<file path="src/rtl/buzz_1.sv">
// Chime generator: steps through an 8-note C5..C6 scale, each note a square wave
// for NOTE_LEN cycles followed by GAP_LEN silent cycles, repeating forever.
module buzz_1 #(
    parameter int NOTE_LEN   = 25_000_000,
    parameter int GAP_LEN    = 2_500_000,
    parameter int TONE_SHIFT = 0
) (
    input  logic        clk,
    input  logic        rst_n,
    output logic        spek,
    output logic [17:0] counter,
    output logic        sound
);

    localparam int MAX_LEN = (NOTE_LEN > GAP_LEN) ? NOTE_LEN : GAP_LEN;
    localparam int TW_REQ  = $clog2(MAX_LEN + 1);
    localparam int TW      = (TW_REQ > 25) ? TW_REQ : 25;

    localparam logic [TW-1:0] NOTE_END = TW'(NOTE_LEN - 1);
    localparam logic [TW-1:0] GAP_END  = TW'(GAP_LEN - 1);

    typedef enum logic [1:0] {
        S_START = 2'd0,
        S_NOTE  = 2'd1,
        S_GAP   = 2'd2
    } state_t;

    // Half-period at 100 MHz, scaled down for simulation; never allowed to reach 0.
    function automatic logic [17:0] half_period(input logic [2:0] idx);
        logic [17:0] raw;
        logic [17:0] sh;
        case (idx)
            3'd0:    raw = 18'd95556;
            3'd1:    raw = 18'd85131;
            3'd2:    raw = 18'd75843;
            3'd3:    raw = 18'd71586;
            3'd4:    raw = 18'd63776;
            3'd5:    raw = 18'd56818;
            3'd6:    raw = 18'd50619;
            default: raw = 18'd47778;
        endcase
        sh = raw >> TONE_SHIFT;
        return (sh == 18'd0) ? 18'd1 : sh;
    endfunction

    state_t        r_state;
    logic [2:0]    r_idx;
    logic [TW-1:0] r_tmr;
    logic [17:0]   r_cnt;
    logic          r_spek;
    logic          r_sound;

    state_t        w_state_nxt;
    logic [2:0]    w_idx_nxt;
    logic [TW-1:0] w_tmr_nxt;
    logic [17:0]   w_cnt_nxt;
    logic          w_spek_nxt;
    logic [17:0]   w_half_m1;

    assign w_half_m1 = half_period(r_idx) - 18'd1;

    always_ff @(posedge clk or negedge rst_n) begin
        if (!rst_n) begin
            r_state <= S_START;
            r_idx   <= 3'd0;
            r_tmr   <= '0;
            r_cnt   <= 18'd0;
            r_spek  <= 1'b0;
            r_sound <= 1'b0;
        end else begin
            r_state <= w_state_nxt;
            r_idx   <= w_idx_nxt;
            r_tmr   <= w_tmr_nxt;
            r_cnt   <= w_cnt_nxt;
            r_spek  <= w_spek_nxt;
            r_sound <= (w_state_nxt == S_NOTE);
        end
    end

    always_comb begin
        w_state_nxt = r_state;
        w_idx_nxt   = r_idx;
        w_tmr_nxt   = r_tmr;
        w_cnt_nxt   = r_cnt;
        w_spek_nxt  = r_spek;
        case (r_state)
            S_START: begin
                w_state_nxt = S_NOTE;
                w_idx_nxt   = 3'd0;
                w_tmr_nxt   = '0;
                w_cnt_nxt   = 18'd0;
                w_spek_nxt  = 1'b0;
            end
            S_NOTE: begin
                // Note end wins over a divider wrap on the same edge.
                if (r_tmr == NOTE_END) begin
                    w_state_nxt = S_GAP;
                    w_tmr_nxt   = '0;
                    w_cnt_nxt   = 18'd0;
                    w_spek_nxt  = 1'b0;
                end else begin
                    w_tmr_nxt = r_tmr + TW'(1);
                    if (r_cnt == w_half_m1) begin
                        w_cnt_nxt  = 18'd0;
                        w_spek_nxt = ~r_spek;
                    end else begin
                        w_cnt_nxt = r_cnt + 18'd1;
                    end
                end
            end
            S_GAP: begin
                w_cnt_nxt  = 18'd0;
                w_spek_nxt = 1'b0;
                if (r_tmr == GAP_END) begin
                    w_state_nxt = S_NOTE;
                    w_tmr_nxt   = '0;
                    w_idx_nxt   = r_idx + 3'd1;
                end else begin
                    w_tmr_nxt = r_tmr + TW'(1);
                end
            end
            default: begin
                w_state_nxt = S_START;
                w_idx_nxt   = 3'd0;
                w_tmr_nxt   = '0;
                w_cnt_nxt   = 18'd0;
                w_spek_nxt  = 1'b0;
            end
        endcase
    end

    assign spek    = r_spek;
    assign counter = r_cnt;
    assign sound   = r_sound;

endmodule

</file>
<file path="config.mk">
export PLATFORM = sky130hd
export DESIGN_NAME = buzz_1
export DESIGN_NICKNAME = d
export VERILOG_FILES = /design/src/rtl/buzz_1.sv
export SDC_FILE = /design/constraint.sdc
export NUM_CORES = 1
export LEC_CHECK = 0
export CAP_MARGIN = 20
export CORE_MARGIN = 2
export CORE_UTILIZATION = 60
export DETAILED_ROUTE_END_ITERATION = 16
export PLACE_DENSITY = 0.9
export SLEW_MARGIN = 20
export SYNTH_ARGS = -nofsm -noshare
export SYNTH_HDL_FRONTEND = slang
export SYNTH_SLANG_ARGS = --single-unit
</file>
<file path="constraint.sdc">
create_clock -name clk -period 5.35 [get_ports clk]
set_input_delay 1.07 -clock clk [delete_from_list [all_inputs] [get_ports clk]]
set_output_delay 1.07 -clock clk [all_outputs]
set_load 0.01 [all_outputs]
</file>
==> impl_metrics.csv, run 1 <==
group,metric,value,unit
status,status,"finished, final reports clean",
cts,cts.clk_slew.worst_paths,100,ps
synth,yosys_register_bits,50,
placement,placed_area,0.003471,sq mm
placement,globalplace.congestion,0.8851,
routing,ant_nets,0,
worst_setup_path,crit_family,"simple AND/OR/NAND/NOR gates",
global_routing,antenna_found_initial,0,
worst_setup_path,setup.worst_path.class,"reg -> reg",
placement,post-place-ws,1214,ps
synth,synth_top_area_share,38.17,%
timing,max_slew_margin,36.47,%
floorplan,coreArea,0.005205,sq mm
global_routing,grt_use_total,24.83,%
pwr,max-vdd-ir-drop,0.1712,mV
timing,post-route-min-period,4197,ps
synth,syn_nets,372,
cts,numCtsBuffers,5,
pwr,p_per_area,172.7,mW/mm^2
floorplan,die_x,77.92,microns
worst_setup_path,critPathBufInv,1,
cts,cts_tree,"built",
timing,drv_slew,0,
timing,layout_setup_ws,1153,ps
placement,place_hpwl,4.995,mm
timing,rsz0062_at_grt,"false",
cts,cts.sinks,50,
global_routing,grt_pass1_wl,11.94,mm
floorplan,dieArea,0.006071,sq mm
final_layout,antennaDiodeCount,0,
timing,final-hold-violation-count,0,
final_layout,final_cell_area,0.003567,sq mm
routing,drc_errors,0,
global_routing,grt.busiest_layer,"met2",
global_routing,met2_usage,38.79,%
synth,synthFlopType,"dfrtp_1",
synth,yosysUniqueCellTypes,56,
global_routing,grtUsageMet1,35.61,%
timing,tightestPinTransition,952.9,ps
routing,vias,2672,
cts,clk_path_buf_depth,2,
synth,synth_top_area_cell,"dfrtp_1",
worst_setup_path,path_cells,"inv_1 > ha_1 > nor4b_1 > ha_1 > or3b_2 > nor3_1 > xor2_1 > xnor2_1 > nand4_2 > nor3_4 > nor3_1",
final_layout,syn_to_final_growth,8.817,%
routing,wl_per_cell,15.80,microns
floorplan,rows,26,
worst_setup_path,end_kind,"register",
synth,synth_edf_count,0,
synth,synth.most_common_cell,"dfrtp_1",
worst_setup_path,crit_arrival,4360,ps
worst_setup_path,critPathLaunchType,"register",
global_routing,grt_pass1_vias,2495,
timing,clock.fmax,0.2382,GHz
timing,finalSetupTns,0,ps
synth,synth_area_leaders,"dfrtp_1, xnor2_1, xor2_1",
routing,wl,6.984,mm
synth,syn_inst,358,
floorplan,ios,22,
cts,insertion_delay,310,ps
placement,port_buffers,21,
synth,synth_seq_area_share,38.17,%
timing,period_share,78.45,%
final_layout,final_net_count,385,
worst_setup_path,crit_required,5510,ps
cts,htree_levels,2,
cts,clockRootBuffer,"clkbuf_8",
synth,synthArstFlopShare,100.0,%
routing,drtIter0Drc,168,
worst_setup_path,critPathSlowestCell,"ha_1",
global_routing,grt_max_degree,51,
run,max_cap_violations,0,
cts,holdBufCountCts,0,
timing,finalSetupViolCount,0,
routing,vias_per_cell,6.045,
cts,post_cts_buffers,0,
floorplan,die_h,77.92,microns
floorplan,start_util,62.98,%
worst_setup_path,cp_max_fo,18,
synth,yosysWarnings,0,
pwr,leakagePower,0.001455,uW
worst_hold_path,min_path_type,"reg -> reg",
global_routing,grt_use_met3,4.651,%
synth,postSynthAreaPerCell,9.157,sq um
cts,cts_resized,0,
worst_setup_path,cpPeakStageDelay,600,ps
global_routing,overflow,0,
routing,first_pass_iters,5,
final_layout,layout-drive-gt1-share,6.720,%
synth,syn_area,0.003278,sq mm
timing,finClkSkew,10.12,ps
synth,synth_common_cells,"dfrtp_1, nor2_1, nor3_1, xnor2_1, xor2_1",
-- logic make-up after synthesis --
group           after synthesis  share of synthesized area [%]
flops                        50                          38.17
fa+ha+maj                    12                          4.580
buf+inv                      29                          4.771
compound gates               40                          10.38
xor+xnor                     54                          14.43
mux                           1                         0.3054
simple gates                172                          27.37
-- cells in the final DEF, fill, tap and decap left out, types with 2 or more instances in the layout --
cell,Yosys,final
nand3_1,18,18
inv_1,13,13
and3_1,8,8
buf_4,5,2
a21oi_1,7,7
a2bb2oi_1,2,2
nand4b_1,3,3
nor2b_1,2,2
clkbuf_8,0,5
nand4_1,8,8
nand2b_1,5,5
nor2_1,49,49
nor3b_1,2,2
xnor2_1,27,27
ha_1,12,12
and4_1,2,2
nor4_1,2,2
xor2_1,27,27
nand3b_1,2,2
clkdlybuf4s50_1,0,20
a2111oi_4,2,2
o21ai_0,11,11
or4_1,3,3
o21a_1,3,3
nor3_1,27,27
dfrtp_1,50,50
nand2_1,25,25
nor4b_1,5,5
-- sequential cells by signal, summed over array words and instances (netlist names) --
register,cells
r_state,2
sound,1
spek,1
counter,18
r_idx,3
r_tmr,25
-- worst register-to-register path, delay by kind of cell, from the launching register on --
family                   cells  cell delay [ps]
XOR/XNOR                     2              410
AND/OR/NAND/NOR              6             2040
flip-flops                   1              560
buffers and inverters        1              170
adder cells (fa/ha/maj)      2              860
-- worst paths after layout --
path	from	endpoint	slack, ps	depth (start not counted)
min in group asynchronous	rst_n	r_tmr[14]	750	1
max in group asynchronous	rst_n	r_tmr[24]	4180	1
max reg2reg	r_idx[0]	counter[10]	1150	11
min reg2reg	r_tmr[0]	r_tmr[0]	510	1
min	r_tmr[0]	r_tmr[0]	510	1
max	r_idx[0]	counter[10]	1150	11
-- where the power goes --
part / switching (uW) / leakage, uW / internal [uW] / total (uW)
combinational: 6.79 / 0.000741 / 0.475 / 7.27
clock: 137 / 0.0000447 / 94.6 / 231
sequential: 0 / 0.000669 / 378 / 378
-- final cells by class --
type,count,area [sq um]
well taps,70,87.58
multi-input cells,279,1871
fillers,403,1638
clock inverters,3,25.02
flip-flops and latches,50,1251
inverters,13,48.80
clock buffers,5,68.82
repair buffers,22,215.2
-- routing by layer --
layer,vias up,wire [microns]
met5,-,0
met4,0,97
met3,12,337
met2,78,3320
met1,1308,3228
li1,1274,-
-- stage by stage --
step | cells | util [%] | total power [uW] | hold slack [ps]
floorplan | 358 | - | 385.2 | 468.3
global placement | 434 | 66.68 | 392.7 | 495.2
detailed placement | 434 | 66.68 | 392.9 | 495.8
CTS | 442 | 68.49 | 619.8 | 508.8
global route | 442 | 68.53 | 639.1 | 550.0
finish | 442 | 68.53 | 616.1 | 506.4
Power figures use the tool's default switching activity.
==> inputs of run 2 (changes only) <==
- CORE_UTILIZATION: 60 -> 59
- PLACE_DENSITY: 0.9 -> 0.89
- clock period: 5.35 -> 4.1 ns (I/O delays scaled with it)
==> run 2 against run 1 <==
Core utilization fell by 2.3 points; cell area increased by 0.95%; non-clock buffer count is 6 higher; count of clock-buffer cells in the layout is 1 higher; die area is 1.6% higher; maximum frequency increased by 13%; first-iteration DRC count increased by 38%; sequential power up 30%; total power grew 25%; clock skew down 4.2 ps; worst hold slack improved by 5.9 ps; sequential cell count did not move; critical endpoint is now spek.
==> impl_metrics.csv, run 2 (synthesis results as in run 1) <==
group,metric,value,unit
worst_setup_path,crit_family,"simple AND/OR/NAND/NOR gates",
timing,drv_slew,0,
worst_setup_path,r2r_cells,11,
timing,clock.fmax,0.2690,GHz
final_layout,n_fill_cell,412,
floorplan,ios,22,
timing,finClkSkew,5.958,ps
worst_hold_path,hp-start,"r_tmr[0]",
pwr,p_total,773.0,uW
pwr,comb_power_share,1.2,%
worst_setup_path,r2r-end,"spek",
routing,drc_errors,0,
floorplan,rows,27,
worst_setup_path,crit_arrival,3940,ps
pwr,sw_frac_of_total,21.04,%
worst_setup_path,path_cells,"ha_1 > ha_1 > nor4b_1 > ha_1 > or3b_2 > nor3_1 > xor2_1 > xnor2_1 > nand4_2 > or4_1 > a21oi_1",
floorplan,die_h,78.54,microns
cts,cts_resized,0,
routing,wl_per_cell,15.50,microns
routing,drtIter0Drc,231,
cts,post_cts_buffers,0,
pwr,p_per_area,214.7,mW/mm^2
pwr,pwr-share-clk,35.0,%
floorplan,die_x,78.54,microns
placement,place_hpwl,4.941,mm
floorplan,start_util,60.27,%
routing,wl,6.961,mm
pwr,p_int,610.3,uW
cts,cts_tree,"built",
cts,holdBufCountCts,0,
routing,vias,2650,
worst_setup_path,rrSetupSlack,380,ps
worst_setup_path,r2r-start,"r_idx[0]",
worst_setup_path,cp-startpoint,"r_idx[0]",
timing,finalSetupTns,0,ps
floorplan,coreArea,0.005439,sq mm
global_routing,grt_use_total,24.26,%
final_layout,top_register,"r_tmr",
pwr,pwr-share-seq,63.7,%
worst_hold_path,hold_path_depth,1,
global_routing,overflow,0,
worst_hold_path,min_path_type,"reg -> reg",
worst_setup_path,setup.worst_path.class,"reg -> reg",
worst_setup_path,crit_required,4320,ps
worst_setup_path,critPathLaunchType,"register",
timing,rsz0062_at_grt,"false",
worst_setup_path,cpPeakStageDelay,560,ps
final_layout,syn_to_final_growth,9.847,%
final_layout,largest_reg_flops,25,
global_routing,antenna_found_initial,0,
cts,numCtsBuffers,5,
timing,period_share,90.66,%
timing,finalSetupViolCount,0,
global_routing,grt_pass1_wl,11.91,mm
final_layout,antennaDiodeCount,0,
run,max_cap_violations,0,
timing,tightestPinTransition,946.0,ps
worst_setup_path,critPathSlowestCell,"dfrtp_1",
floorplan,dieArea,0.006169,sq mm
timing,max_slew_margin,36.92,%
cts,insertion_delay,300,ps
cts,cts.sinks,50,
pwr,max-vdd-ir-drop,0.1885,mV
global_routing,grt_max_degree,51,
cts,clk_path_buf_depth,2,
placement,globalplace.congestion,0.9165,
worst_setup_path,critPathBufInv,0,
worst_setup_path,cp_max_fo,12,
cts,cts.clk_slew.worst_paths,80,ps
routing,ant_nets,0,
worst_hold_path,min_to,"r_tmr[0]",
final_layout,final_common_cell,"dfrtp_1",
placement,port_buffers,21,
cts,htree_levels,2,
cts,clockRootBuffer,"clkbuf_8",
worst_setup_path,cp_common_cell,"ha_1",
worst_setup_path,end_kind,"register",
routing,first_pass_iters,5,
pwr,leakagePower,0.001479,uW
global_routing,grt_pass1_vias,2537,
final_layout,layout-drive-gt1-share,7.692,%
final_layout,layout_common_cells,"dfrtp_1, nor2_1, xor2_1, xnor2_1, nor3_1",
routing,vias_per_cell,5.902,
pwr,switchingPower,162.6,uW
timing,final-hold-violation-count,0,
final_layout,final_net_count,391,
status,status,"finished, final reports clean",
timing,post-route-min-period,3717,ps
[run 2: cell types whose count changed in the layout (fill, tap and decap cells not counted)]
cell      before  now
buf_4          2    8
clkbuf_1       0    1
clkinv_4       1    0
inv_6          1    0
[run 2: per-stage QoR]
stage / hold WS, ps / setup slack, ps / util [%] / cell area (sq um) / std cells
global placement: 486.7 / 611.9 / 64.69 / 3518 / 442
CTS: 513.7 / 380.3 / 66.16 / 3598 / 449
detailed placement: 503.5 / 416.9 / 64.69 / 3518 / 442
floorplan: 468.3 / 446.4 / - / 3278 / 358
global route: 553.5 / 39.72 / 66.21 / 3601 / 449
finish: 512.3 / 382.9 / 66.21 / 3601 / 449
[run 2: final cells by class]
class / instances / area (sq um) / share of cell area (%)
timing repair buffer: 28 / 260.3 / 7.227
clock inverter: 1 / 7.507 / 0.2085
sequential: 50 / 1251 / 34.75
multi-input combinational: 279 / 1871 / 51.95
inverter: 13 / 48.80 / 1.355
tap: 72 / 90.09 / 2.502
clock buffer: 6 / 72.57 / 2.015
[run 2: power by group through the flow]
stage / clock [uW] / sequential (uW) / combinational, uW
CTS: 280 / 493 / 10.0
global placement: 0 / 502 / 9.94
detailed placement: 0 / 502 / 10.0
finish: 271 / 493 / 9.59
global route: 296 / 493 / 11.9
floorplan: 0 / 503 / 0.000733
[run 2: worst max path at each step]
stage,endpoint,slack [ps],cells past startpoint
global route,spek,40,11
detailed placement,spek,420,11
CTS,spek,380,11
floorplan,counter[10],450,16
finish,spek,380,11
global placement,spek,610,11
[run 2: worst reg2reg max path: cells and delay by family, from the launching register on]
family | cells | cell delay [ps]
adder cells (fa/ha/maj) | 3 | 760
AO/OA/AOI/OAI | 1 | 180
flip-flops | 1 | 560
XOR/XNOR | 2 | 350
AND/OR/NAND/NOR | 5 | 1770
[run 2: layer usage]
| metal | vias up | part of all wire, % | GRT usage (%) |
|---|---|---|---|
| met4 | 0 | 1.2 | 7.719 |
| met1 | 1296 | 45 | 33.01 |
| met2 | 64 | 50 | 40.17 |
| met5 | - | 0 | 0 |
| li1 | 1282 | - | - |
| met3 | 8 | 3.9 | 3.448 |
==> inputs of run 3 (changes only) <==
- CAP_MARGIN: 20 -> not set
==> results of run 3 <==
Same layout as run 2: the final DEF is identical, and so are final timing and power.
